### src/rtl/key_encoder.sv
// Four-button front end: synchronize, debounce and encode key presses into
// code/valid strobes with hold-to-repeat.

module key_debounce #(
  parameter int ACTIVE_LOW      = 1,
  parameter int DEBOUNCE_CYCLES = 1_000_000
) (
  input  logic clk_i,
  input  logic rst_ni,
  input  logic key_i,
  output logic key_o
);
  localparam int CW = (DEBOUNCE_CYCLES < 1) ? 1 : $clog2(DEBOUNCE_CYCLES + 1);
  localparam logic [CW-1:0] CNT_MAX  = CW'(DEBOUNCE_CYCLES);
  localparam logic [1:0]    SYNC_RST = (ACTIVE_LOW != 0) ? 2'b11 : 2'b00;

  logic [1:0]    sync_q;
  logic [CW-1:0] cnt_q, cnt_d;
  logic          key_q, key_d;
  logic          lvl;

  always_ff @(posedge clk_i or negedge rst_ni) begin
    if (!rst_ni) begin
      sync_q <= SYNC_RST;
      cnt_q  <= '0;
      key_q  <= 1'b0;
    end else begin
      sync_q <= {sync_q[0], key_i};
      cnt_q  <= cnt_d;
      key_q  <= key_d;
    end
  end

  assign lvl = (ACTIVE_LOW != 0) ? ~sync_q[1] : sync_q[1];

  // Toggle on the first mismatching sample after DEBOUNCE_CYCLES mismatches.
  always_comb begin
    cnt_d = cnt_q + 1'b1;
    key_d = key_q;
    if (lvl == key_q) begin
      cnt_d = '0;
    end else if (cnt_q == CNT_MAX) begin
      cnt_d = '0;
      key_d = ~key_q;
    end
  end

  assign key_o = key_q;
endmodule

module key_encoder #(
  parameter int KEY_ACTIVE_LOW  = 1,
  parameter int DEBOUNCE_CYCLES = 1_000_000,
  parameter int REPEAT_DELAY    = 25_000_000,
  parameter int REPEAT_PERIOD   = 5_000_000,
  parameter int REPEAT_EN       = 1
) (
  input  logic       clkI,
  input  logic       rstnI,
  input  logic [3:0] keyI,
  output logic [3:0] keysO,
  output logic       anyO,
  output logic [1:0] codeO,
  output logic       validO,
  output logic       multiO
);
  localparam int NUM_KEYS = 4;
  localparam int TMAX = (REPEAT_DELAY > REPEAT_PERIOD) ? REPEAT_DELAY : REPEAT_PERIOD;
  localparam int TW   = (TMAX < 1) ? 1 : $clog2(TMAX + 1);
  localparam logic [TW-1:0] T_DELAY  = TW'(REPEAT_DELAY);
  localparam logic [TW-1:0] T_PERIOD = TW'(REPEAT_PERIOD);
  localparam logic [TW-1:0] T_ONE    = TW'(1);

  typedef enum logic [1:0] {IDLE, HOLD, REPEAT} state_e;

  logic [NUM_KEYS-1:0] keys_w, prev_q, press;
  logic [1:0]          low_idx;
  logic                multi_now;

  state_e          state_q, state_d;
  logic [1:0]      trk_q, trk_d, code_q, code_d;
  logic [TW-1:0]   timer_q, timer_d;
  logic            valid_q, valid_d, multi_q, multi_d;

  genvar g;
  generate
    for (g = 0; g < NUM_KEYS; g++) begin : g_key
      key_debounce #(
        .ACTIVE_LOW     (KEY_ACTIVE_LOW),
        .DEBOUNCE_CYCLES(DEBOUNCE_CYCLES)
      ) u_db (
        .clk_i (clkI),
        .rst_ni(rstnI),
        .key_i (keyI[g]),
        .key_o (keys_w[g])
      );
    end
  endgenerate

  assign press     = keys_w & ~prev_q;
  assign multi_now = (keys_w & (keys_w - 1'b1)) != '0;

  always_comb begin
    low_idx = '0;
    for (int i = NUM_KEYS - 1; i >= 0; i--)
      if (press[i]) low_idx = 2'(i);
  end

  // A new press always wins over release of the tracked key and over expiry.
  always_comb begin
    state_d = state_q;
    trk_d   = trk_q;
    timer_d = timer_q;
    valid_d = 1'b0;
    code_d  = code_q;
    multi_d = multi_q;
    if (press != '0) begin
      valid_d = 1'b1;
      code_d  = low_idx;
      trk_d   = low_idx;
      multi_d = multi_now;
      timer_d = T_DELAY;
      state_d = HOLD;
    end else begin
      case (state_q)
        IDLE: ;
        HOLD, REPEAT: begin
          if (!keys_w[trk_q]) begin
            state_d = IDLE;
          end else if (timer_q == T_ONE && (state_q == REPEAT || REPEAT_EN != 0)) begin
            valid_d = 1'b1;
            code_d  = trk_q;
            multi_d = multi_now;
            timer_d = T_PERIOD;
            state_d = REPEAT;
          end else if (timer_q != '0) begin
            timer_d = timer_q - 1'b1;
          end
        end
        default: state_d = IDLE;
      endcase
    end
  end

  always_ff @(posedge clkI or negedge rstnI) begin
    if (!rstnI) begin
      prev_q  <= '0;
      state_q <= IDLE;
      trk_q   <= '0;
      timer_q <= '0;
      valid_q <= 1'b0;
      code_q  <= '0;
      multi_q <= 1'b0;
    end else begin
      prev_q  <= keys_w;
      state_q <= state_d;
      trk_q   <= trk_d;
      timer_q <= timer_d;
      valid_q <= valid_d;
      code_q  <= code_d;
      multi_q <= multi_d;
    end
  end

  assign keysO  = keys_w;
  assign anyO   = |keys_w;
  assign codeO  = code_q;
  assign validO = valid_q;
  assign multiO = multi_q;
endmodule

### config.mk
export PLATFORM = sky130hd
export DESIGN_NAME = key_encoder
export DESIGN_NICKNAME = d
export VERILOG_FILES = /design/src/rtl/key_encoder.sv
export SDC_FILE = /design/constraint.sdc
export NUM_CORES = 1
export LEC_CHECK = 0
export BUFFER_PORTS_ARGS = -buffer_cell sky130_fd_sc_hd__buf_2
export CELL_PAD_IN_SITES_DETAIL_PLACEMENT = 0
export CELL_PAD_IN_SITES_GLOBAL_PLACEMENT = 1
export CORE_MARGIN = 8
export CORE_UTILIZATION = 40
export CTS_BUF_LIST = sky130_fd_sc_hd__clkbuf_4 sky130_fd_sc_hd__clkbuf_8
export CTS_CLUSTER_DIAMETER = 150
export CTS_CLUSTER_SIZE = 24
export DETAILED_ROUTE_END_ITERATION = 8
export GPL_TIMING_DRIVEN = 0
export HOLD_SLACK_MARGIN = 0.08
export PLACE_DENSITY_LB_ADDON = 0.2
export SETUP_SLACK_MARGIN = 0.3
export SYNTH_ARGS = -nofsm -noshare
export SYNTH_HDL_FRONTEND = slang
export SYNTH_SLANG_ARGS = --single-unit
### constraint.sdc
create_clock -name clkI -period 2.9 [get_ports clkI]
set_input_delay 0.29 -clock clkI [delete_from_list [all_inputs] [get_ports clkI]]
set_output_delay 0.29 -clock clkI [all_outputs]
set_load 0.01 [all_outputs]
==> results of run 1 <==
[power by group through the flow]
| stage | logic, mW | registers, mW | clock network [mW] |
|---|---|---|---|
| 2_1_floorplan | 0.0450 | 1.87 | 0 |
| 3_3_place_gp | 0.0972 | 1.88 | 0 |
| 3_5_place_dp | 0.105 | 1.88 | 0 |
| 4_1_cts | 0.111 | 1.84 | 1.62 |
| 5_1_grt | 0.125 | 1.84 | 1.70 |
| 6_report | 0.106 | 1.84 | 1.57 |
[how the worst min path moves through the flow]
stage,start,endpoint
2_1_floorplan,rstnI,codeO[0]
3_3_place_gp,g_key[2].u_db.sync_q[0],g_key[2].u_db.sync_q[1]
3_5_place_dp,rstnI,g_key[0].u_db.cnt_q[6]
4_1_cts,g_key[3].u_db.sync_q[0],g_key[3].u_db.sync_q[1]
5_1_grt,g_key[0].u_db.sync_q[0],g_key[0].u_db.sync_q[1]
6_report,g_key[0].u_db.sync_q[0],g_key[0].u_db.sync_q[1]
[area by class of cell]
class / count / area share [%]
Buffer: 21 / 1.49
Multi-Input combinational cell: 486 / 42.1
Clock buffer: 23 / 4.02
Clock inverter: 8 / 1.40
Tap cell: 216 / 3.65
Timing Repair Buffer: 22 / 2.28
Inverter: 26 / 1.32
Sequential cell: 129 / 43.7
[per-layer routing]
layer / wire [µm] / vias up / track usage (%)
met5: 0 / - / 0
met1: 6510 / 2380 / 18.0
met4: 181 / 0 / 4.70
met3: 462 / 11 / 3.94
met2: 6570 / 62 / 23.1
li1: - / 2383 / -
[synthesized netlist by cell type, types with 5 or more instances]
library cell	instances	share of area (%)
a2111oi_0	5	0.68
a21oi_1	11	0.85
and2_1	7	0.68
and3_1	20	1.9
clkbuf_1	14	0.81
dfrtp_1	121	47
dfstp_2	8	3.3
ha_1	12	2.3
inv_1	26	1.5
mux2i_1	12	1.9
nand2_1	56	3.3
nand2b_1	14	1.4
nand3_1	29	2.2
nand4_1	20	1.9
nor2_1	109	6.3
nor3_1	20	1.5
nor4_1	20	1.9
o21ai_0	11	0.85
or3_1	7	0.68
xnor2_1	44	6.0
xor2_1	32	4.3
[worst max-delay path: cells and delay by family (launching register included)]
family | cells | cell delay (ns)
buffers and inverters | 2 | 0.39
and+or+nand+nor | 2 | 0.99
AOI/OAI and AO/OA | 1 | 0.24
DFF | 1 | 0.43
muxes | 1 | 0.37
[through the flow]
| step | total power [mW] | cell area (µm²) |
|---|---|---|
| finish | 3.52 | 7410 |
| global route | 3.67 | 7410 |
| CTS | 3.57 | 7330 |
| detailed placement | 1.98 | 6840 |
| global placement | 1.97 | 6810 |
| floorplan | 1.92 | 6470 |
[timing repair]
item,CTS,global route
pin swaps,0,2
setup endpoints to repair,21,20
setup buffers,0,2
resized for setup,9,16
hold endpoints to repair,61,0
hold buffers,5,0
[flip-flops by register name, indices dropped and copies added (netlist names)]
name / count
g_key.u_db.key_o: 4
state_q: 2
multiO: 1
prev_q: 4
g_key.u_db.sync_q: 8
validO: 1
g_key.u_db.cnt_q: 80
timer_q: 25
codeO: 2
trk_q: 2
[cell families (layout without fill, tap and decap cells)]
| group | Yosys count | after routing |
|---|---|---|
| and+or+nand+nor | 327 | 327 |
| DFF | 129 | 129 |
| xor gates and xnor gates | 76 | 76 |
| AOI/OAI and AO/OA | 57 | 57 |
| buffers and inverters | 47 | 100 |
| muxes | 14 | 14 |
| adders and majority gates | 12 | 12 |
==> results.json, run 1 <==
{
  "dieArea_mm2": 0.0205,
  "cp-end-kind": "flop",
  "startpoint": "timer_q[17]",
  "io_pins": 15,
  "cts_root_buf": "clkbuf_8",
  "power_switching_mw": 0.802,
  "layout_commonest_cell": "dfrtp_1",
  "path_cells": "or4_4 -> nor3_2 -> a41oi_2 -> inv_1 -> buf_2 -> mux2_2",
  "ys_ff_latch": 129,
  "combinationalPowerShare_pct": 3.0,
  "final-setup-viol-count": 0,
  "dpl.hpwl_um": 9320,
  "worstReg2RegStart": "timer_q[17]",
  "cts.sink_count": 129,
  "core_area_mm2": 0.0158,
  "multi_input_area_mm2": 0.00312,
  "startpoint_type": "flop",
  "nFillCells": 1513,
  "critPathCapture": "codeO[0]",
  "final_antenna_net_count": 0,
  "critical_path_required_ns": 3.23,
  "gp_routability_congestion": 0.797,
  "synthesis.nets": 680,
  "period_needed_ns": 2.53,
  "ff_latch_area_mm2": 0.00324,
  "rrSetupSlack_ns": 0.37,
  "numCtsBuffers": 17,
  "via_per_inst": 5.19,
  "switching_share_pct": 22.8,
  "first_pass_iters": 4,
  "yosys.area_share.simple_pct": 25.3,
  "seq_power_share_pct": 52.3,
  "setup_ws_ns": 0.368,
  "max_freq_ghz": 0.395,
  "cts.clk_slew.worst_paths_ns": 0.08,
  "layout_common_cells": "dfrtp_1 (121), nor2_1 (109), nand2_1 (56)",
  "synth-compound-area-share_pct": 6.50,
  "dp_slack_ns": 0.0957,
  "final_cells": 931,
  "synth_top_family_by_area": "simple AND/OR/NAND/NOR gates",
  "wl_um": 13700,
  "vias": 4836,
  "place_inst": 893,
  "clock_power_share_pct": 44.7,
  "status": "finished clean",
  "grt_pass1_wl_um": 23500,
  "hold_depth": 0,
  "final_util_pct": 46.8,
  "whs_ns": 0.357,
  "synth_edf_count": 0,
  "rows": 46,
  "synth_flop_cell": "dfrtp_1",
  "rsz0062_at_grt": "true",
  "slowest_delay_ns": 0.58,
  "io_buffers": 14,
  "slowest_stage": "or4_4",
  "finalSetupTns_ns": 0,
  "die_h_um": 143,
  "drive_gt1_share_pct": 13.4,
  "wl_per_cell_um": 14.7,
  "peakVddDrop_uv": 290,
  "grt_overflow": 0,
  "initial_utilization_pct": 40.9,
  "netlist_area_mm2": 0.00647,
  "synthMuxAreaShare_pct": 2.38,
  "fin_skew_ns": 0.00994,
  "area_growth_pct": 14.5,
  "diodes": 0,
  "yosys_warnings": 0,
  "yosysSeqAreaShare_pct": 50.1,
  "slew_violations": 0,
  "grt_pass1_vias": 4851,
  "async_flop_share_pct": 100,
  "drv_cap": 0,
  "synth_fa_ha_area_share_pct": 2.32,
  "drcViolationCount": 0,
  "criticalPathCategory": "flop to flop",
  "r2r-end": "codeO[0]",
  "dieWidth_um": 143,
  "grt_use_total_pct": 14.3,
  "avgSynthCellArea_um2": 9.77,
  "drtIter0Drc": 185,
  "synthDistinctLibCells": 59,
  "finalNetCount": 721,
  "hold_path.class": "flop to flop",
  "intPower_mw": 2.71,
  "cts_buffer_depth": 2,
  "post-route-period-util_pct": 87.3,
  "clkLatencyLatePin_ns": 0.44,
  "cts_tree": "done",
  "maxSlewHeadroom_pct": 56.0,
  "grt_max_degree": 73,
  "synth_xor_area_share_pct": 10.3,
  "finalHoldViolations": 0,
  "p_leak_nw": 3.31,
  "tightest_slew_ns": 0.657,
  "arrival_ns": 2.86,
  "syn_inst": 662,
  "critPathMaxFanout": 10,
  "p_per_area_mw_per_mm2": 475,
  "ff2ff_path_depth": 6,
  "antenna_found_initial": 0,
  "htreeDepth": 4
}
Note: power is estimated with default switching activity, not from simulation.
==> run 2: changes to the inputs <==
--- a/config.mk
+++ b/config.mk
@@ -9,13 +9,13 @@
 export CELL_PAD_IN_SITES_DETAIL_PLACEMENT = 0
 export CELL_PAD_IN_SITES_GLOBAL_PLACEMENT = 1
 export CORE_MARGIN = 8
-export CORE_UTILIZATION = 40
+export CORE_UTILIZATION = 36
 export CTS_BUF_LIST = sky130_fd_sc_hd__clkbuf_4 sky130_fd_sc_hd__clkbuf_8
 export CTS_CLUSTER_DIAMETER = 150
 export CTS_CLUSTER_SIZE = 24
 export DETAILED_ROUTE_END_ITERATION = 8
 export GPL_TIMING_DRIVEN = 0
-export HOLD_SLACK_MARGIN = 0.08
+export HOLD_SLACK_MARGIN = 0.05
 export PLACE_DENSITY_LB_ADDON = 0.2
 export SETUP_SLACK_MARGIN = 0.3
 export SYNTH_ARGS = -nofsm -noshare
==> results.json, run 2 (synthesis results as in run 1) <==
{
  "grt_max_degree": 87,
  "top_regs": "g_key.u_db.cnt_q x80, timer_q x25, g_key.u_db.sync_q x8",
  "antenna_found_initial": 0,
  "crit_family": "simple AND/OR/NAND/NOR gates",
  "status": "finished clean",
  "drtIter0Drc": 255,
  "dp_slack_ns": 0.156,
  "arrival_ns": 2.95,
  "final_antenna_net_count": 0,
  "period_needed_ns": 2.59,
  "cts.sink_count": 129,
  "grt_overflow": 0,
  "critical_path_required_ns": 3.26,
  "clkLatencyLatePin_ns": 0.44,
  "drcViolationCount": 0,
  "dpl.hpwl_um": 9280,
  "r2r-end": "timer_q[23]",
  "ff2ff_path_depth": 5,
  "cp.buffers_inverters": 0,
  "hold_path.class": "input pin to async pin",
  "largest_reg_flops": 80,
  "design_area_mm2": 0.00740,
  "die_h_um": 150,
  "finalHoldViolations": 0,
  "setup_ws_ns": 0.309,
  "cts_root_buf": "clkbuf_8",
  "grt_pass1_vias": 4809,
  "cts.clk_slew.worst_paths_ns": 0.08,
  "cp-end-kind": "flop",
  "via_per_inst": 5.08,
  "grt_use_total_pct": 13.2,
  "wl_um": 13800,
  "nFillCells": 1757,
  "wl_met3_um": 340,
  "drt-met1-wl_um": 6900,
  "p_leak_nw": 3.29,
  "drv_cap": 0,
  "io_buffers": 14,
  "rsz0062_at_grt": "true",
  "slew_violations": 0,
  "power_mw": 3.53,
  "multi_input_area_mm2": 0.00309,
  "regMostFlops": "g_key.u_db.cnt_q",
  "post_dp_cell_area_mm2": 0.00686,
  "wl_per_cell_um": 14.6,
  "highest_layer": "met4",
  "area_growth_pct": 14.5,
  "diodes": 0,
  "path_cells": "or4_4 -> nor4_2 -> nand2_1 -> a2111oi_0 -> mux2i_1",
  "htreeDepth": 4,
  "numCtsBuffers": 17,
  "maxSlewHeadroom_pct": 54.2,
  "post-route-period-util_pct": 89.4,
  "layout_common_cells": "dfrtp_1 (121), nor2_1 (109), nand2_1 (56)",
  "slowest_delay_ns": 0.61,
  "criticalPathCategory": "flop to flop",
  "initial_utilization_pct": 36.4,
  "core_area_mm2": 0.0178,
  "ff_latch_area_mm2": 0.00324,
  "fin_skew_ns": 0.0157,
  "cts_tree": "done",
  "io_pins": 15,
  "critPathMaxFanout": 4,
  "dr_wl_met2_um": 6450,
  "peakVddDrop_uv": 288,
  "dieWidth_um": 150,
  "gp_routability_congestion": 0.762,
  "rrSetupSlack_ns": 0.31,
  "p_per_area_mw_per_mm2": 477,
  "startpoint_type": "flop",
  "finalNetCount": 722,
  "slowest_stage": "or4_4",
  "vias": 4807,
  "layout_commonest_cell": "dfrtp_1",
  "dieArea_mm2": 0.0225,
  "final_util_pct": 41.6,
  "rows": 49,
  "grt_pass1_wl_um": 23900,
  "first_pass_iters": 5,
  "drive_gt1_share_pct": 13.7,
  "worstReg2RegStart": "timer_q[8]",
  "tightest_slew_ns": 0.670,
  "cts_buffer_depth": 2,
  "final-setup-viol-count": 0,
  "max_freq_ghz": 0.386
}
-- run 2: changes by cell type in the layout (fill, tap and decap cells not counted), moves of 2 or more --
cell | previous run | this run
clkinv_4 | 2 | 0
clkinv_2 | 2 | 5
clkinvlp_4 | 1 | 3
clkbuf_4 | 3 | 1
nor4_2 | 0 | 3
nor4_4 | 3 | 1
a2111oi_1 | 3 | 0
a2111oi_0 | 1 | 4
-- run 2: worst max-delay path by stage --
| stage | startpoint | cells after the start | endpoint | slack (ns) |
|---|---|---|---|---|
| detailed placement | g_key[1].u_db.key_o | 7 | timer_q[14] | 0.16 |
| global route | timer_q[0] | 7 | timer_q[18] | 0.18 |
| floorplan | timer_q[0] | 7 | timer_q[18] | 0.50 |
| finish | timer_q[8] | 5 | timer_q[23] | 0.31 |
| global placement | rstnI | 1 | g_key[1].u_db.cnt_q[17] | -0.29 |
| CTS | timer_q[0] | 7 | timer_q[20] | 0.17 |
-- run 2: worst reg2reg max path, stage by stage, from the launching register on --
cell and delay (ns):
dfrtp_1 0.44, or4_4 0.61, nor4_2 0.47, nand2_1 0.16
a2111oi_0 0.59, mux2i_1 0.24
-- run 2: stage by stage --
step	hold slack, ns	setup TNS [ns]	instances
floorplan	-0.00559	0	662
global placement	0.346	-33.27	905
detailed placement	0.258	0	906
CTS	0.346	0	943
global route	0.356	0	946
finish	0.351	0	946
-- run 2: layout make-up --
type                       count  share of cell area [%]
buffer                        21                    1.49
clock buffer                  22                    4.01
clock inverter                10                    1.45
inverter                      26                    1.32
multi-input combinational    486                    41.7
sequential                   129                    43.7
tap                          229                    3.87
timing repair buffer          23                    2.38
-- run 2: routing by layer --
| metal | track usage [%] | up-vias |
|---|---|---|
| met5 | 0 | - |
| met4 | 4.55 | 0 |
| met3 | 3.87 | 11 |
| met2 | 20.5 | 48 |
| met1 | 17.2 | 2366 |
| li1 | - | 2382 |
-- run 2: what timing repair did --
item                                   in CTS  in global routing
buffers inserted                            0                  3
gates resized for setup                     5                 14
setup endpoints to repair                  15                 42
pin swaps                                   0                  1
hold buffers                                5                  0
endpoints found under the hold margin      47                  0
-- run 2: power by group --
| group | switching (mW) | total [mW] | internal, mW |
|---|---|---|---|
| clock network | 0.721 | 1.58 | 0.858 |
| logic | 0.0734 | 0.107 | 0.0333 |
| registers | 0.0197 | 1.84 | 1.82 |
